$ cat config.mk
export PLATFORM = sky130hd
export DESIGN_NAME = apb_master_flat
export DESIGN_NICKNAME = d
export VERILOG_FILES = /design/src/rtl/apb_master_if.sv /design/src/rtl/apb_master.sv /design/src/flat_wrapper.sv
export SDC_FILE = /design/constraint.sdc
export NUM_CORES = 1
export LEC_CHECK = 0
export CAP_MARGIN = 20
export CORE_ASPECT_RATIO = 1.1
export CORE_UTILIZATION = 45
export CTS_CLUSTER_SIZE = 25
export DETAILED_ROUTE_END_ITERATION = 8
export PLACE_DENSITY = 0.95
export SLEW_MARGIN = 20
export SYNTH_ARGS = -nofsm -noshare
export SYNTH_HDL_FRONTEND = slang
export SYNTH_SLANG_ARGS = --single-unit
$ cat constraint.sdc
create_clock -name PCLK -period 4 [get_ports PCLK]
set_clock_uncertainty 0.1 [all_clocks]
set_input_delay 0.8 -clock PCLK [delete_from_list [all_inputs] [get_ports PCLK]]
set_output_delay 0.8 -clock PCLK [all_outputs]
set_load 0.01 [all_outputs]
$ cat src/rtl/apb_master_if.sv
// Command, response and APB signal bundle between the APB requester and its users.
// The master modport is the requester's view; slave is the opposite side (command source plus completer).
interface apb_master_if #(
   parameter int AWIDTH = 4,
   parameter int DWIDTH = 8
);
   logic              cmd_valid;
   logic              cmd_ready;
   logic              cmd_write;
   logic [AWIDTH-1:0] cmd_addr;
   logic [DWIDTH-1:0] cmd_wdata;
   logic              rsp_valid;
   logic              rsp_ready;
   logic [DWIDTH-1:0] rsp_rdata;
   logic              rsp_err;
   logic              rsp_timeout;
   logic              busy;
   logic              PSEL;
   logic              PENABLE;
   logic              PWRITE;
   logic [AWIDTH-1:0] PADDR;
   logic [DWIDTH-1:0] PWDATA;
   logic [DWIDTH-1:0] PRDATA;
   logic              PREADY;
   logic              PSLVERR;

   modport master (
      input  cmd_valid, cmd_write, cmd_addr, cmd_wdata, rsp_ready, PRDATA, PREADY, PSLVERR,
      output cmd_ready, rsp_valid, rsp_rdata, rsp_err, rsp_timeout, busy,
             PSEL, PENABLE, PWRITE, PADDR, PWDATA
   );

   modport slave (
      output cmd_valid, cmd_write, cmd_addr, cmd_wdata, rsp_ready, PRDATA, PREADY, PSLVERR,
      input  cmd_ready, rsp_valid, rsp_rdata, rsp_err, rsp_timeout, busy,
             PSEL, PENABLE, PWRITE, PADDR, PWDATA
   );
endinterface

$ cat src/rtl/apb_master.sv
// APB requester: one valid/ready command becomes one SETUP/ACCESS transfer, answered on a response channel.
// Optional PREADY timeout abort is built only when APB_TIMEOUT_EN is defined.
module apb_master #(
   parameter int AWIDTH         = 4,
   parameter int DWIDTH         = 8,
   parameter int TIMEOUT_CYCLES = 16
) (
   input  logic         PCLK,
   input  logic         PRESET,
   apb_master_if.master bus
);
   typedef enum logic [1:0] {S_IDLE, S_SETUP, S_ACCESS, S_RESP} state_t;

   state_t            r_state, w_next_state;
   logic              r_cmd_ready, w_cmd_ready;
   logic              r_psel, w_psel;
   logic              r_penable, w_penable;
   logic              r_pwrite, w_pwrite;
   logic [AWIDTH-1:0] r_paddr, w_paddr;
   logic [DWIDTH-1:0] r_pwdata, w_pwdata;
   logic              r_rsp_valid, w_rsp_valid;
   logic [DWIDTH-1:0] r_rsp_rdata, w_rsp_rdata;
   logic              r_rsp_err, w_rsp_err;
   logic              r_rsp_timeout, w_rsp_timeout;
   logic              r_busy, w_busy;
   logic              w_timeout_hit;

`ifdef APB_TIMEOUT_EN
   localparam int CW = $clog2(TIMEOUT_CYCLES + 1);
   logic [CW-1:0] r_to_cnt;

   // Held at zero outside ACCESS, so it is clear on every entry to ACCESS.
   always_ff @(posedge PCLK) begin
      if (PRESET || r_state != S_ACCESS) begin
         r_to_cnt <= '0;
      end else if (!bus.PREADY) begin
         r_to_cnt <= r_to_cnt + 1'b1;
      end
   end

   assign w_timeout_hit = (r_state == S_ACCESS) && !bus.PREADY &&
                          (r_to_cnt == CW'(TIMEOUT_CYCLES - 1));
`else
   // No abort path: the limit is never negative, so this is constant false.
   assign w_timeout_hit = (TIMEOUT_CYCLES < 0);
`endif

   always_ff @(posedge PCLK) begin
      if (PRESET) begin
         r_state <= S_IDLE;
      end else begin
         r_state <= w_next_state;
      end
   end

   always_comb begin
      w_next_state  = r_state;
      w_pwrite      = r_pwrite;
      w_paddr       = r_paddr;
      w_pwdata      = r_pwdata;
      w_rsp_rdata   = r_rsp_rdata;
      w_rsp_err     = r_rsp_err;
      w_rsp_timeout = r_rsp_timeout;
      case (r_state)
         S_IDLE: begin
            if (bus.cmd_valid && r_cmd_ready) begin
               w_next_state = S_SETUP;
               w_pwrite     = bus.cmd_write;
               w_paddr      = bus.cmd_addr;
               w_pwdata     = bus.cmd_write ? bus.cmd_wdata : '0;
            end
         end
         S_SETUP: w_next_state = S_ACCESS;
         S_ACCESS: begin
            if (bus.PREADY) begin
               w_next_state  = S_RESP;
               w_rsp_rdata   = r_pwrite ? '0 : bus.PRDATA;
               w_rsp_err     = bus.PSLVERR;
               w_rsp_timeout = 1'b0;
            end else if (w_timeout_hit) begin
               w_next_state  = S_RESP;
               w_rsp_rdata   = '0;
               w_rsp_err     = 1'b1;
               w_rsp_timeout = 1'b1;
            end
         end
         S_RESP: begin
            if (r_rsp_valid && bus.rsp_ready) begin
               w_next_state = S_IDLE;
            end
         end
         default: w_next_state = S_IDLE;
      endcase
      // Outputs are registered copies of what the next state presents.
      w_cmd_ready = (w_next_state == S_IDLE);
      w_psel      = (w_next_state == S_SETUP) || (w_next_state == S_ACCESS);
      w_penable   = (w_next_state == S_ACCESS);
      w_rsp_valid = (w_next_state == S_RESP);
      w_busy      = (w_next_state != S_IDLE);
   end

   always_ff @(posedge PCLK) begin
      if (PRESET) begin
         r_cmd_ready   <= 1'b0;
         r_psel        <= 1'b0;
         r_penable     <= 1'b0;
         r_pwrite      <= 1'b0;
         r_paddr       <= '0;
         r_pwdata      <= '0;
         r_rsp_valid   <= 1'b0;
         r_rsp_rdata   <= '0;
         r_rsp_err     <= 1'b0;
         r_rsp_timeout <= 1'b0;
         r_busy        <= 1'b0;
      end else begin
         r_cmd_ready   <= w_cmd_ready;
         r_psel        <= w_psel;
         r_penable     <= w_penable;
         r_pwrite      <= w_pwrite;
         r_paddr       <= w_paddr;
         r_pwdata      <= w_pwdata;
         r_rsp_valid   <= w_rsp_valid;
         r_rsp_rdata   <= w_rsp_rdata;
         r_rsp_err     <= w_rsp_err;
         r_rsp_timeout <= w_rsp_timeout;
         r_busy        <= w_busy;
      end
   end

   assign bus.cmd_ready   = r_cmd_ready;
   assign bus.PSEL        = r_psel;
   assign bus.PENABLE     = r_penable;
   assign bus.PWRITE      = r_pwrite;
   assign bus.PADDR       = r_paddr;
   assign bus.PWDATA      = r_pwdata;
   assign bus.rsp_valid   = r_rsp_valid;
   assign bus.rsp_rdata   = r_rsp_rdata;
   assign bus.rsp_err     = r_rsp_err;
   assign bus.rsp_timeout = r_rsp_timeout;
   assign bus.busy        = r_busy;
endmodule

$ cat src/flat_wrapper.sv
// flat-port wrapper written by rule: the top's interface ports become plain ports
module apb_master_flat 
#(
   parameter int AWIDTH         = 4,
   parameter int DWIDTH         = 8,
   parameter int TIMEOUT_CYCLES = 16
)
  (PCLK, PRESET, bus_cmd_valid, bus_cmd_write, bus_cmd_addr, bus_cmd_wdata, bus_rsp_ready, bus_PRDATA, bus_PREADY, bus_PSLVERR, bus_cmd_ready, bus_rsp_valid, bus_rsp_rdata, bus_rsp_err, bus_rsp_timeout, bus_busy, bus_PSEL, bus_PENABLE, bus_PWRITE, bus_PADDR, bus_PWDATA);
  apb_master_if #(.AWIDTH(AWIDTH), .DWIDTH(DWIDTH)) bus_i ();
  input  logic PCLK;
  input  logic PRESET;
  input wire logic [$bits(bus_i.cmd_valid)-1:0] bus_cmd_valid;
  input wire logic [$bits(bus_i.cmd_write)-1:0] bus_cmd_write;
  input wire logic [$bits(bus_i.cmd_addr)-1:0] bus_cmd_addr;
  input wire logic [$bits(bus_i.cmd_wdata)-1:0] bus_cmd_wdata;
  input wire logic [$bits(bus_i.rsp_ready)-1:0] bus_rsp_ready;
  input wire logic [$bits(bus_i.PRDATA)-1:0] bus_PRDATA;
  input wire logic [$bits(bus_i.PREADY)-1:0] bus_PREADY;
  input wire logic [$bits(bus_i.PSLVERR)-1:0] bus_PSLVERR;
  output wire logic [$bits(bus_i.cmd_ready)-1:0] bus_cmd_ready;
  output wire logic [$bits(bus_i.rsp_valid)-1:0] bus_rsp_valid;
  output wire logic [$bits(bus_i.rsp_rdata)-1:0] bus_rsp_rdata;
  output wire logic [$bits(bus_i.rsp_err)-1:0] bus_rsp_err;
  output wire logic [$bits(bus_i.rsp_timeout)-1:0] bus_rsp_timeout;
  output wire logic [$bits(bus_i.busy)-1:0] bus_busy;
  output wire logic [$bits(bus_i.PSEL)-1:0] bus_PSEL;
  output wire logic [$bits(bus_i.PENABLE)-1:0] bus_PENABLE;
  output wire logic [$bits(bus_i.PWRITE)-1:0] bus_PWRITE;
  output wire logic [$bits(bus_i.PADDR)-1:0] bus_PADDR;
  output wire logic [$bits(bus_i.PWDATA)-1:0] bus_PWDATA;
  assign bus_i.cmd_valid = bus_cmd_valid;
  assign bus_i.cmd_write = bus_cmd_write;
  assign bus_i.cmd_addr = bus_cmd_addr;
  assign bus_i.cmd_wdata = bus_cmd_wdata;
  assign bus_i.rsp_ready = bus_rsp_ready;
  assign bus_i.PRDATA = bus_PRDATA;
  assign bus_i.PREADY = bus_PREADY;
  assign bus_i.PSLVERR = bus_PSLVERR;
  assign bus_cmd_ready = bus_i.cmd_ready;
  assign bus_rsp_valid = bus_i.rsp_valid;
  assign bus_rsp_rdata = bus_i.rsp_rdata;
  assign bus_rsp_err = bus_i.rsp_err;
  assign bus_rsp_timeout = bus_i.rsp_timeout;
  assign bus_busy = bus_i.busy;
  assign bus_PSEL = bus_i.PSEL;
  assign bus_PENABLE = bus_i.PENABLE;
  assign bus_PWRITE = bus_i.PWRITE;
  assign bus_PADDR = bus_i.PADDR;
  assign bus_PWDATA = bus_i.PWDATA;
  apb_master #(.AWIDTH(AWIDTH), .DWIDTH(DWIDTH), .TIMEOUT_CYCLES(TIMEOUT_CYCLES)) u_core (.PCLK(PCLK), .PRESET(PRESET), .bus(bus_i));
endmodule
Yosys cells after proc, flatten, opt, wreduce, memory -nomap -nowiden:

Cells that the tools add are included.

* logic and storage cells: 31
* output and inout bits: 28
* register bits after elaboration: 29
* bits of input ports: 27

* equal/unequal tests: 6
* reductions and logical operators: 8
* multiplexer cells: 6

Operators by type and width (number)
* $mux 8: 2
* $eq 2x2->1 const B: 4
* $pmux 2 s4: 1
* $mux 2: 3
* $eq 2x1->1 const B: 2
* $logic_not 2->1: 2
* $reduce_and 2->1: 2
* $logic_and 1x1->1: 2
* $reduce_bool 2->1: 1
* $logic_or 1x1->1: 1

Depth between registers and ports, before layout:

* depth in word-level cells: 5
* depth in mapped cells: 6
* depth with buffers taken out: 4

Worst setup path after synthesis:

OpenSTA, ideal clock, no wires.

* path type: in2reg
* from: input bus_cmd_valid
* to: register u_core.r_psel (netlist: u_core.bus.PSEL)
* library setup time: 65 ps
* data required time: 3835 ps
* slack: 2153 ps
* buffers on the path: 2
* arrival: 1682 ps
* stages: 6
* path through: and4bb_1 -> buf_6 -> buf_12 -> a21oi_1 -> ha_1 -> nor2_1

* longest elaborated chain between the ends: 5
* elaborated cells between the ends (all ways): 6
* classes of those cells: eq/ne (2); mux (2); reduce/logical (2)

RTL lines
* start: declaration: line flat_wrapper.sv:12 `input wire logic [$bits(bus_i.cmd_valid)-1:0] bus_cmd_valid;`
* $logic_and 1x1->1 (*): line apb_master.sv:66 `if (bus.cmd_valid && r_cmd_ready) begin`
* $mux 2 (*): line apb_master.sv:66
* $pmux 2 s4 (*): line apb_master.sv:64 `case (r_state)`
* $eq 2x1->1 or $eq 2x2->1 (tied branches): line apb_master.sv:96 `w_psel = (w_next_state == S_SETUP) || (w_next_state == S_ACCESS);`
* $logic_or 1x1->1 (*): line apb_master.sv:96
* end signal: assignment: line apb_master.sv:117 `r_psel <= w_psel;`
* end: declaration: line apb_master.sv:16 `logic r_psel, w_psel;`

Every way passes the cells marked *; elsewhere a longest branch is shown, timed or not.
A chain may end at the register's enable or synchronous reset.

Worst setup path after layout:

* from: register u_core.r_pwrite (netlist: u_core.bus.PWRITE)
* to: output bus_PWRITE

RTL lines
* start: declaration: line apb_master.sv:18 `logic r_pwrite, w_pwrite;`
* start signal: assignment: line apb_master.sv:119 `r_pwrite <= w_pwrite;`
* end: declaration: line flat_wrapper.sv:28 `output wire logic [$bits(bus_i.PWRITE)-1:0] bus_PWRITE;`

No word-level cell between the ends.

==> out/results.tsv <==
stage	metric	value	unit
outcome	status	finished clean	
clock_network	H-tree depth	2	
clock_network	maximum root-to-sink buffer count	2	
detailed_routing	Total Wirelength	2990	µm
logic_synthesis	Mapped Avg Cell Area	10.5	µm²
die	Starting Density	47.8	%
final_layout	Layout Cells excl Fill	212	
sta	hold violation total from the final report	0	
final_layout	finished layout cell area	0.00190	mm²
global_route	vias in the first global route	1113	
sta	headroom to the max-slew limit	59.1	%
logic_synthesis	mux contribution to synthesized area	16.6	%
clock_network	TritonCTS Buffers	5	
logic_synthesis	synth top area cells	dfxtp_1, mux2i_1, nand2b_1	
die	core area	0.00278	mm²
logic_synthesis	Commonest cells post-synth	dfxtp_1, nand2b_1, mux2i_1	
global_route	global-route usage over all layers	20.2	%
logic_synthesis	Synth area leader	dfxtp_1	
detailed_routing	First DRT Iteration DRCs	11	
global_route	largest net degree at the start of global routing	51	
clock_network	Clock Latency Late Sink	0.32	ns
global_route	Remaining Overflow, GRT	0	
clock_network	Sink Count	29	
sta	f_max	434	MHz
place	number of I/O port buffers	53	
logic_synthesis	Synth Net Count	155	
sta	post-layout minimum cycle time	2.31	ns
clock_network	TritonCTS clock tree	done	
setup_path	maximum fanout along the worst path	10	
die	Die Y	59.0	µm
detailed_routing	Antenna Nets Post-Route	0	
detailed_routing	Avg Vias per Cell	5.04	
setup_path	crit path from	u_core.bus.PWRITE$_SDFFE_PP0P_	
setup_path	Startpoint Class	flip-flop	
logic_synthesis	Post-Syn Instances	127	
place	Setup WS pre-CTS	1.15	ns
detailed_routing	drt pass-1 iters	4	
final_layout	final core area utilization	68.6	%
final_layout	diode count	0	
setup_path	reg2reg start	u_core.r_state[1]$_SDFF_PP0_	
logic_synthesis	Synth Cell Area	0.00133	mm²
power	worst vdd ir	0.256	mV
detailed_routing	residual DRC count	0	
detailed_routing	DR vias	1068	
setup_path	r2r worst-path depth	5	
hold_path	hold crit path type	flip-flop to flip-flop	
clock_network	# hold bufs at CTS	0	
logic_synthesis	main combinational cell family by area after synthesis	simple AND/OR/NAND/NOR gates	
logic_synthesis	synth unique cells	30	
sta	Final Max Slew Viols	0	
final_layout	layout net count	206	
clock_network	postcts setup bufs	0	
flow_run	Max Cap Viol	0	
setup_path	slowest CP cell	clkdlybuf4s50_1	
power	Pwr Total	0.639	mW
clock_network	Root Driver	clkbuf_4	
setup_path	max incr delay on CP	0.60	ns
logic_synthesis	warnings from Yosys	0	
logic_synthesis	FF+latch count, synth	29	
place	GP Congestion	0.703	
sta	Fin Setup TNS	0	ns
logic_synthesis	part of the Yosys area used for sequential elements	43.7	%
logic_synthesis	Post-Synth XOR/XNOR Area	0	%
place	Post-Place Cells	204	
global_route	first-pass GRT wire length	4640	µm
logic_synthesis	FFs w/ async S/R, synth	0	%
logic_synthesis	post-synthesis simple-gate area fraction	29.7	%
logic_synthesis	top_reg_cell synth	dfxtp_1	
logic_synthesis	number of synthesized flops with an enable pin	0	
setup_path	worst r2r dst	u_core.bus.PSEL$_SDFF_PP0_	
setup_path	critical path depth	1	
setup_path	ordered list of cells on the worst path	clkdlybuf4s50_1	
final_layout	area growth from synthesis to layout	43.3	%
power	P_leak	0.698	nW
setup_path	Critical path destination	bus_PWRITE	
die	DIE WIDTH	53.8	µm
logic_synthesis	most common cell in the netlist	dfxtp_1	
sta	RSZ-0062 raised after global routing	false	
setup_path	r2r setup slk	2.17	ns
sta	setup ws final	1.69	ns
sta	Hold WS	0.383	ns
final_layout	fraction of layout cells with a size suffix above 1	7.26	%
setup_path	critical path's top delay family	buffers and inverters	
sta	Slew @ Worst Pin	0.613	ns
place	Post-DP Area	0.00184	mm²
die	Rows	20	
global_route	antenna violations before repair	0	
setup_path	crit path buf inv count	1	
place	HPWL after DPL	2140	µm
clock_network	Reg clk slew, reported paths	0.09	ns
clock_network	post-CTS sizing	0	
setup_path	WP data arrival	1.41	ns
setup_path	CP Class	flip-flop to output pin	
logic_synthesis	Post-Synth Adder-Cell Area	0.942	%
logic_synthesis	compound-gate portion of the synthesized area	3.39	%
detailed_routing	Avg WL per Cell	14.1	µm
setup_path	Worst setup EP type	output pin	
power	power per cell area	336	mW/mm²
setup_path	worst endpoint required time	3.10	ns
die	die area	0.00317	mm²
die	number of top-level pins	55	
logic_synthesis	share of the synthesized area in the top cell type	43.7	%
sta	Tcrit/Tclk final	57.6	%
sta	Final setup viols	0	
==> worst min path at each step <==
| stage | from | end | slack (ns) | cells past startpoint |
|---|---|---|---|---|
| floorplan | u_core.bus.PADDR[3]$_SDFFE_PP0P_ | u_core.bus.PADDR[3]$_SDFFE_PP0P_ | 0.39 | 2 |
| global placement | u_core.bus.PADDR[2]$_SDFFE_PP0P_ | u_core.bus.PADDR[2]$_SDFFE_PP0P_ | 0.36 | 2 |
| detailed placement | u_core.bus.PADDR[1]$_SDFFE_PP0P_ | u_core.bus.PADDR[1]$_SDFFE_PP0P_ | 0.38 | 2 |
| CTS | u_core.bus.PADDR[1]$_SDFFE_PP0P_ | u_core.bus.PADDR[1]$_SDFFE_PP0P_ | 0.39 | 2 |
| global route | u_core.bus.PWDATA[7]$_SDFFE_PP0P_ | u_core.bus.PWDATA[7]$_SDFFE_PP0P_ | 0.40 | 2 |
| finish | u_core.bus.PADDR[1]$_SDFFE_PP0P_ | u_core.bus.PADDR[1]$_SDFFE_PP0P_ | 0.38 | 2 |
==> cell usage in the layout, fill, tap and decap left out, drive strengths merged, types with 2 or more instances in the layout <==
cell type	netlist	final
mux2i	22	22
dfxtp	29	29
or3b	8	8
nand3b	8	8
nor2	3	3
nand2b	28	28
clkdlybuf4s50	0	52
clkbuf	4	7
or2	2	2
buf	6	2
nor2b	2	2
==> flip-flops by register name, summed over array words and instances (netlist names) <==
register and count:
u_core.bus.PADDR 4, u_core.bus.PENABLE 1, u_core.bus.PSEL 1, u_core.bus.PWDATA 8, u_core.bus.PWRITE 1, u_core.bus.busy 1, u_core.bus.cmd_ready 1, u_core.bus.rsp_err 1
u_core.bus.rsp_rdata 8, u_core.bus.rsp_valid 1, u_core.r_state 2
==> logic make-up (layout without fill, tap and decap cells) <==
group,after synthesis,after routing
multiplexers,22,22
adder cells (fa/ha/maj),1,1
AND/OR/NAND/NOR,58,58
flip-flops,29,29
AO/OA/AOI/OAI,5,5
buffers and inverters,11,63
other,1,1
==> cell type report <==
class	count	area, µm²
Multi-Input combinational cell	87	676
Sequential cell	29	581
Inverter	1	3.75
Clock buffer	7	65.1
Tap cell	33	41.3
Clock inverter	1	5.00
Timing Repair Buffer	54	533
Fill cell	226	873
==> power breakdown <==
group | total, mW | switching [mW] | internal [mW]
clock network | 0.203 | 0.101 | 0.102
registers | 0.316 | 0.0111 | 0.305
logic | 0.120 | 0.0450 | 0.0751
==> layer usage <==
metal	share of wire, %	routed length [µm]	track usage, %
met5	0	0	0
met2	54	1600	37.6
met4	0.27	8	4.51
met1	41	1240	21.3
met3	4.7	139	6.41
Note: power is estimated with default switching activity, not from simulation.
